==> src/rtl/tx_frame_scheduler.sv <==
// tx_frame_scheduler: frame start / inter-frame gap / frame-count sequencing for the XGMII test-frame generator.
// Optional per-second frame and byte statistics are built when TX_SCHED_STATS_EN is defined.
module tx_frame_scheduler #(
  parameter  int unsigned CLK_FREQ = 156250000,
  parameter  int unsigned MIN_GAP  = 2,
  parameter  int unsigned LEN_MIN  = 64,
  parameter  int unsigned LEN_MAX  = 1518,
  localparam int unsigned LEN_W    = 16,
  localparam int unsigned CNT_W    = 32
) (
  input  logic             sys_clk,
  input  logic             sys_rst_n,
  input  logic             tx_enable,
  input  logic [LEN_W-1:0] tx_frame_len,
  input  logic [CNT_W-1:0] tx_inter_frame_gap,
  input  logic [CNT_W-1:0] tx_frame_count,
  input  logic             gen_ready,
  input  logic             gen_done,
  output logic             gen_start,
  output logic [LEN_W-1:0] gen_frame_len,
  output logic             tx_busy,
  output logic             tx_done,
  output logic [CNT_W-1:0] tx_sent,
  output logic [CNT_W-1:0] tx_pps,
  output logic [CNT_W-1:0] tx_throughput
);

  typedef enum logic [2:0] {
    ST_IDLE,
    ST_START,
    ST_WAIT_DONE,
    ST_GAP,
    ST_DONE
  } state_t;

  localparam logic [LEN_W-1:0] LEN_LO  = LEN_W'(LEN_MIN);
  localparam logic [LEN_W-1:0] LEN_HI  = LEN_W'(LEN_MAX);
  localparam logic [CNT_W-1:0] GAP_MIN = CNT_W'(MIN_GAP);

  state_t           r_state;
  state_t           w_state_nxt;
  logic             r_en_q;
  logic             r_gen_start;
  logic [LEN_W-1:0] r_len;
  logic [CNT_W-1:0] r_gap;
  logic [CNT_W-1:0] r_gap_cnt;
  logic [CNT_W-1:0] r_sent;
  logic             r_busy;
  logic             r_done;

  logic             w_en_rise;
  logic             w_done_evt;
  logic             w_count_hit;
  logic [CNT_W-1:0] w_sent_base;
  logic [LEN_W-1:0] w_len_clamped;
  logic [CNT_W-1:0] w_gap_eff;

  assign w_en_rise     = tx_enable && !r_en_q && (r_state == ST_IDLE || r_state == ST_DONE);
  assign w_done_evt    = (r_state == ST_WAIT_DONE) && gen_done;
  assign w_sent_base   = w_en_rise ? '0 : r_sent;
  assign w_count_hit   = (tx_frame_count != '0) && (r_sent >= tx_frame_count);
  assign w_len_clamped = (tx_frame_len < LEN_LO) ? LEN_LO :
                         (tx_frame_len > LEN_HI) ? LEN_HI : tx_frame_len;
  assign w_gap_eff     = (tx_inter_frame_gap < GAP_MIN) ? GAP_MIN : tx_inter_frame_gap;

  // Next-state decode
  always_comb begin
    w_state_nxt = r_state;
    unique case (r_state)
      ST_IDLE: begin
        if (tx_enable && (tx_frame_count == '0 || w_sent_base < tx_frame_count))
          w_state_nxt = ST_START;
      end
      ST_START: begin
        if (gen_ready) w_state_nxt = ST_WAIT_DONE;
      end
      ST_WAIT_DONE: begin
        if (gen_done) w_state_nxt = ST_GAP;
      end
      ST_GAP: begin
        if (r_gap_cnt == '0) begin
          if (w_count_hit)     w_state_nxt = ST_DONE;
          else if (!tx_enable) w_state_nxt = ST_IDLE;
          else                 w_state_nxt = ST_START;
        end
      end
      ST_DONE: begin
        if (!tx_enable) w_state_nxt = ST_IDLE;
      end
      default: w_state_nxt = ST_IDLE;
    endcase
  end

  // State, handshake and run counters. The idle words seen by the generator are the
  // GAP cycles plus the START cycle, so GAP is held for gap-1 cycles (MIN_GAP >= 2).
  always_ff @(posedge sys_clk or negedge sys_rst_n) begin
    if (!sys_rst_n) begin
      r_state     <= ST_IDLE;
      r_en_q      <= 1'b0;
      r_gen_start <= 1'b0;
      r_len       <= '0;
      r_gap       <= '0;
      r_gap_cnt   <= '0;
      r_sent      <= '0;
      r_busy      <= 1'b0;
      r_done      <= 1'b0;
    end else begin
      r_state     <= w_state_nxt;
      r_en_q      <= tx_enable;
      r_busy      <= (w_state_nxt != ST_IDLE) && (w_state_nxt != ST_DONE);
      r_done      <= (w_state_nxt == ST_DONE);
      r_gen_start <= (r_state == ST_START) && gen_ready;

      if (r_state == ST_START && gen_ready) begin
        r_len <= w_len_clamped;
        r_gap <= w_gap_eff;
      end

      if (w_en_rise)
        r_sent <= '0;
      else if (w_done_evt && r_sent != '1)
        r_sent <= r_sent + CNT_W'(1);

      if (w_done_evt)
        r_gap_cnt <= r_gap - CNT_W'(2);
      else if (r_state == ST_GAP && r_gap_cnt != '0)
        r_gap_cnt <= r_gap_cnt - CNT_W'(1);
    end
  end

  assign gen_start     = r_gen_start;
  assign gen_frame_len = r_len;
  assign tx_busy       = r_busy;
  assign tx_done       = r_done;
  assign tx_sent       = r_sent;

`ifdef TX_SCHED_STATS_EN
  localparam logic [CNT_W-1:0] SEC_LAST = CNT_W'(CLK_FREQ - 1);

  logic [CNT_W-1:0] r_sec_cnt;
  logic [CNT_W-1:0] r_acc_frames;
  logic [CNT_W-1:0] r_acc_bytes;
  logic [CNT_W-1:0] r_pps;
  logic [CNT_W-1:0] r_tput;
  logic [CNT_W-1:0] w_frames_nxt;
  logic [CNT_W-1:0] w_bytes_nxt;
  logic [CNT_W:0]   w_bytes_sum;

  // Saturating window accumulators including the current cycle's completion
  always_comb begin
    w_frames_nxt = r_acc_frames;
    w_bytes_sum  = {1'b0, r_acc_bytes};
    if (w_done_evt) begin
      if (r_acc_frames != '1) w_frames_nxt = r_acc_frames + CNT_W'(1);
      w_bytes_sum = {1'b0, r_acc_bytes} + (CNT_W + 1)'(r_len);
    end
    w_bytes_nxt = w_bytes_sum[CNT_W] ? '1 : w_bytes_sum[CNT_W-1:0];
  end

  always_ff @(posedge sys_clk or negedge sys_rst_n) begin
    if (!sys_rst_n) begin
      r_sec_cnt    <= '0;
      r_acc_frames <= '0;
      r_acc_bytes  <= '0;
      r_pps        <= '0;
      r_tput       <= '0;
    end else if (r_sec_cnt == '0) begin
      r_sec_cnt    <= SEC_LAST;
      r_pps        <= w_frames_nxt;
      r_tput       <= w_bytes_nxt;
      r_acc_frames <= '0;
      r_acc_bytes  <= '0;
    end else begin
      r_sec_cnt    <= r_sec_cnt - CNT_W'(1);
      r_acc_frames <= w_frames_nxt;
      r_acc_bytes  <= w_bytes_nxt;
    end
  end

  assign tx_pps        = r_pps;
  assign tx_throughput = r_tput;
`else
  localparam int unsigned unused_clk_freq = CLK_FREQ;

  assign tx_pps        = '0;
  assign tx_throughput = '0;
`endif

endmodule

==> config.mk <==
export PLATFORM = sky130hd
export DESIGN_NAME = tx_frame_scheduler
export DESIGN_NICKNAME = d
export VERILOG_FILES = /design/src/rtl/tx_frame_scheduler.sv
export SDC_FILE = /design/constraint.sdc
export NUM_CORES = 1
export LEC_CHECK = 0
export ABC_AREA = 1
export BUFFER_PORTS_ARGS = -buffer_cell sky130_fd_sc_hd__buf_2
export CORE_MARGIN = 3
export CORE_UTILIZATION = 55
export CTS_BUF_LIST = sky130_fd_sc_hd__clkbuf_8
export DETAILED_ROUTE_END_ITERATION = 7
export HOLD_SLACK_MARGIN = 0.1
export PLACE_DENSITY = 0.81
export SYNTH_ARGS = -nofsm -noshare
export SYNTH_HDL_FRONTEND = slang
export SYNTH_SLANG_ARGS = --single-unit
==> constraint.sdc <==
create_clock -name sys_clk -period 2.8 [get_ports sys_clk]
set_clock_uncertainty 0.05 [all_clocks]
set_input_delay 0.14 -clock sys_clk [delete_from_list [all_inputs] [get_ports sys_clk]]
set_output_delay 0.14 -clock sys_clk [all_outputs]
set_load 0.03 [all_outputs]
==> impl_metrics.env <==
export IMPL_wirelength_um=26400
export IMPL_grt_usage_pct=28.6
export IMPL_synthFlopType="dfrtp_1"
export IMPL_crit_end="tx_busy$_DFF_PN0_"
export IMPL_cts_tree="yes"
export IMPL_via_per_inst=5.53
export IMPL_avgSynthCellArea_sq_um=7.10
export IMPL_start_util_pct=57.2
export IMPL_syn2layout_area_growth_pct=17.0
export IMPL_path_max_fanout=9
export IMPL_holdWs_ps=165
export IMPL_min_period_over_period_pct=91.1
export IMPL_seq_power_share_pct=34.6
export IMPL_io_pins=200
export IMPL_gr_usage_met3_pct=6.02
export IMPL_antenna_found_initial=1
export IMPL_synth_distinct_cells=50
export IMPL_critPathArrivalTime_ps=2830
export IMPL_fp_row_count=46
export IMPL_slew_limit_headroom_pct=51.9
export IMPL_clockRootBuffer="clkbuf_8"
export IMPL_tightestPinTransition_ps=715
export IMPL_cts_setup_buffers=0
export IMPL_cts_buffers=17
export IMPL_gr_total_overflow=0
export IMPL_status="completed"
export IMPL_die_h_um=135
export IMPL_p_switching_mw=4.13
export IMPL_p_comb_share_pct=47.6
export IMPL_drive_gt1_share_pct=14.0
export IMPL_max_freq_mhz=392
export IMPL_synth_top_area_share_pct=32.3
export IMPL_use_met1_pct=39.0
export IMPL_wl_per_cell_um=15.4
export IMPL_synth_edff_count=0
export IMPL_p_int_mw=4.45
export IMPL_cap_viol_max_count=0
export IMPL_clkPwrFrac_pct=17.8
export IMPL_reg2reg_from="r_gap_cnt[0]$_DFFE_PN0P_"
export IMPL_nFillCells=1345
export IMPL_final_setup_viol_count=0
export IMPL_cts_buffer_depth=2
export IMPL_power_density_nw_per_um2=796
export IMPL_cp_end_kind="register"
export IMPL_num_nets_final=1633
export IMPL_cts_htree_levels=4
export IMPL_first_global_vias=8720
export IMPL_cts_clk_slew_worst_paths_ps=70
export IMPL_ys_seq_elements=119
export IMPL_synthCells=1297
export IMPL_grt_pass1_wl_um=42400
export IMPL_portBuffers=135
export IMPL_critPathLaunch="r_gap_cnt[0]$_DFFE_PN0P_"
export IMPL_syn_cell_area_sq_um=9210
export IMPL_synthArstFlopShare_pct=100
export IMPL_regToRegEndpoint="tx_busy$_DFF_PN0_"
export IMPL_synth_top_cells_by_area="dfrtp_1 32%, nand2_1 11%, ha_1 9.0%"
export IMPL_grt_max_degree=67
export IMPL_gp_congestion=0.961
export IMPL_cts_sinks=119
export IMPL_hold_viol=0
export IMPL_grt_busiest_layer="met2"
export IMPL_setup_slack_ps=248
export IMPL_critPathKind="register to register"
export IMPL_cp_data_required_time_ps=3080
export IMPL_leakage_nw=5.59
export IMPL_dp_slack_ps=143
export IMPL_core_sq_um=16100
export IMPL_dp_hpwl_um=18400
export IMPL_reg2reg_slack_ps=250
export IMPL_die_w_um=135
export IMPL_use_met2_pct=45.2
export IMPL_first_pass_iters=5
export IMPL_ir_worst_vdd_mv=0.624
export IMPL_die_area_sq_um=18300
export IMPL_first_iter_violations=953
export IMPL_p_sw_share_pct=48.2
export IMPL_cp_start_kind="register"
export IMPL_dp_cells=1629
export IMPL_synth_seq_area_share_pct=32.3
export IMPL_layout_min_cycle_time_ps=2550
export IMPL_fin_util_pct=66.8
export IMPL_min_path_type="primary input to register"
export IMPL_rr_worst_depth=13
export IMPL_vias=9469
export IMPL_yosys_area_top_type="dfrtp_1"
export IMPL_yosys_warnings=0
export IMPL_drcViolationCount=0
export IMPL_postRouteAntennaNets=0
export IMPL_final_cells=1711
export IMPL_slew_violations=0
export IMPL_clock_latency_ps=460
[critical path, stage by stage (launching register included)]
cell and delay (ps):
dfrtp_1 390, inv_1 160, ha_1 220, inv_1 60, nor2_1 130, nand2_2 140, nor2_4 200, nand4_2 170
nor2_2 160, nor2_4 90, nor2_4 230, o21ai_0 140, a21oi_1 170, nand3_1 100
[placed cells by master (no fill, tap or decap), drive strengths merged, types with 4 or more instances in the layout]
| cell type | n |
|---|---|
| nand2 | 274 |
| inv | 178 |
| nor2 | 166 |
| buf | 146 |
| dfrtp | 119 |
| o21ai | 100 |
| ha | 66 |
| conb | 64 |
| a21oi | 61 |
| nand3 | 58 |
| dlygate4sd3 | 50 |
| nor3 | 44 |
| nand4 | 33 |
| nor4 | 28 |
| xor2 | 22 |
| clkbuf | 19 |
| o211ai | 11 |
| o31ai | 9 |
| a22oi | 6 |
| xnor2 | 6 |
| a31oi | 5 |
| clkinv | 4 |
[power groups by stage]
stage	Clock, mW	Sequential, mW	Combinational (mW)
CTS	1.53	2.93	3.96
global route	1.61	3.05	4.56
finish	1.53	2.97	4.09
detailed placement	0	2.95	3.87
floorplan	0	3.06	2.82
global placement	0	2.93	3.76
[layer usage]
layer	wire length, um	vias to the layer above	part of all wire, %
met5	0	-	0
met4	692	0	2.6
met3	2390	75	9.0
met2	12000	528	45
met1	11400	4329	43
li1	-	4537	-
[how the worst min path moves through the flow]
| stage | startpoint | endpoint | slack (ps) | cells past startpoint |
|---|---|---|---|---|
| floorplan | sys_rst_n | gen_frame_len[0]$_DFFE_PN0P_ | -210 | 0 |
| global placement | sys_rst_n | r_gap_cnt[4]$_DFFE_PN0P_ | -60 | 1 |
| detailed placement | sys_rst_n | r_gap_cnt[4]$_DFFE_PN0P_ | -60 | 1 |
| CTS | gen_done | tx_sent[24]$_DFFE_PN0P_ | 150 | 5 |
| global route | gen_done | tx_sent[24]$_DFFE_PN0P_ | 180 | 5 |
| finish | gen_done | tx_sent[24]$_DFFE_PN0P_ | 170 | 5 |
[through the flow]
| step | setup TNS (ps) | power, mW | instance area [sq um] |
|---|---|---|---|
| floorplan | 0 | 5.88 | 9450 |
| global placement | 0 | 6.69 | 9870 |
| detailed placement | 0 | 6.83 | 9870 |
| CTS | 0 | 8.43 | 10700 |
| global route | -10.9 | 9.21 | 10800 |
| finish | 0 | 8.58 | 10800 |
[registers in the layout, summed over array words and instances, names as in the netlist]
signal         count
r_gap             32
tx_done            1
tx_busy            1
r_state            3
r_en_q             1
tx_sent           32
gen_start          1
gen_frame_len     16
r_gap_cnt         32
[cells by family after synthesis]
kind of cell / share of synthesized area [%]
adder cells (fa/ha/maj): 8.97
buffers and inverters: 13.9
XOR/XNOR: 2.66
AND/OR/NAND/NOR: 29.3
AO/OA/AOI/OAI: 12.8
flip-flops: 32.3
other: 0.0407
[synth_stat cells, types with 6 or more instances]
cell type    n
o31ai_1      9
nand3_1     56
inv_1      167
nand4_1     32
o211ai_1    11
nor4_1      28
nor2_1     158
a22oi_1      6
ha_1        66
o21ai_0     92
clkbuf_1    22
a21oi_1     61
xor2_1      22
nor3_1      38
nand2_1    269
dfrtp_1    119
o21ai_1      8
buf_4       65
xnor2_1      6
[repair_timing]
item / 4_1_cts / 5_1_grt
endpoints found under the setup margin: 0 / 28
resized for setup: 0 / 4
hold buffers: 50 / 0
hold endpoints to repair: 167 / 0
[final cells by class]
type | count | area, sq um | area share, %
flip-flops and latches | 119 | 2980 | 27.6
diodes | 1 | 2.50 | 0.0232
clock buffers | 19 | 262 | 2.43
repair buffers | 196 | 1270 | 11.8
well taps | 216 | 270 | 2.51
clock inverters | 12 | 114 | 1.06
inverters | 174 | 661 | 6.13
multi-input cells | 974 | 5210 | 48.4
No activity file was read; power rests on OpenSTA's default activity.
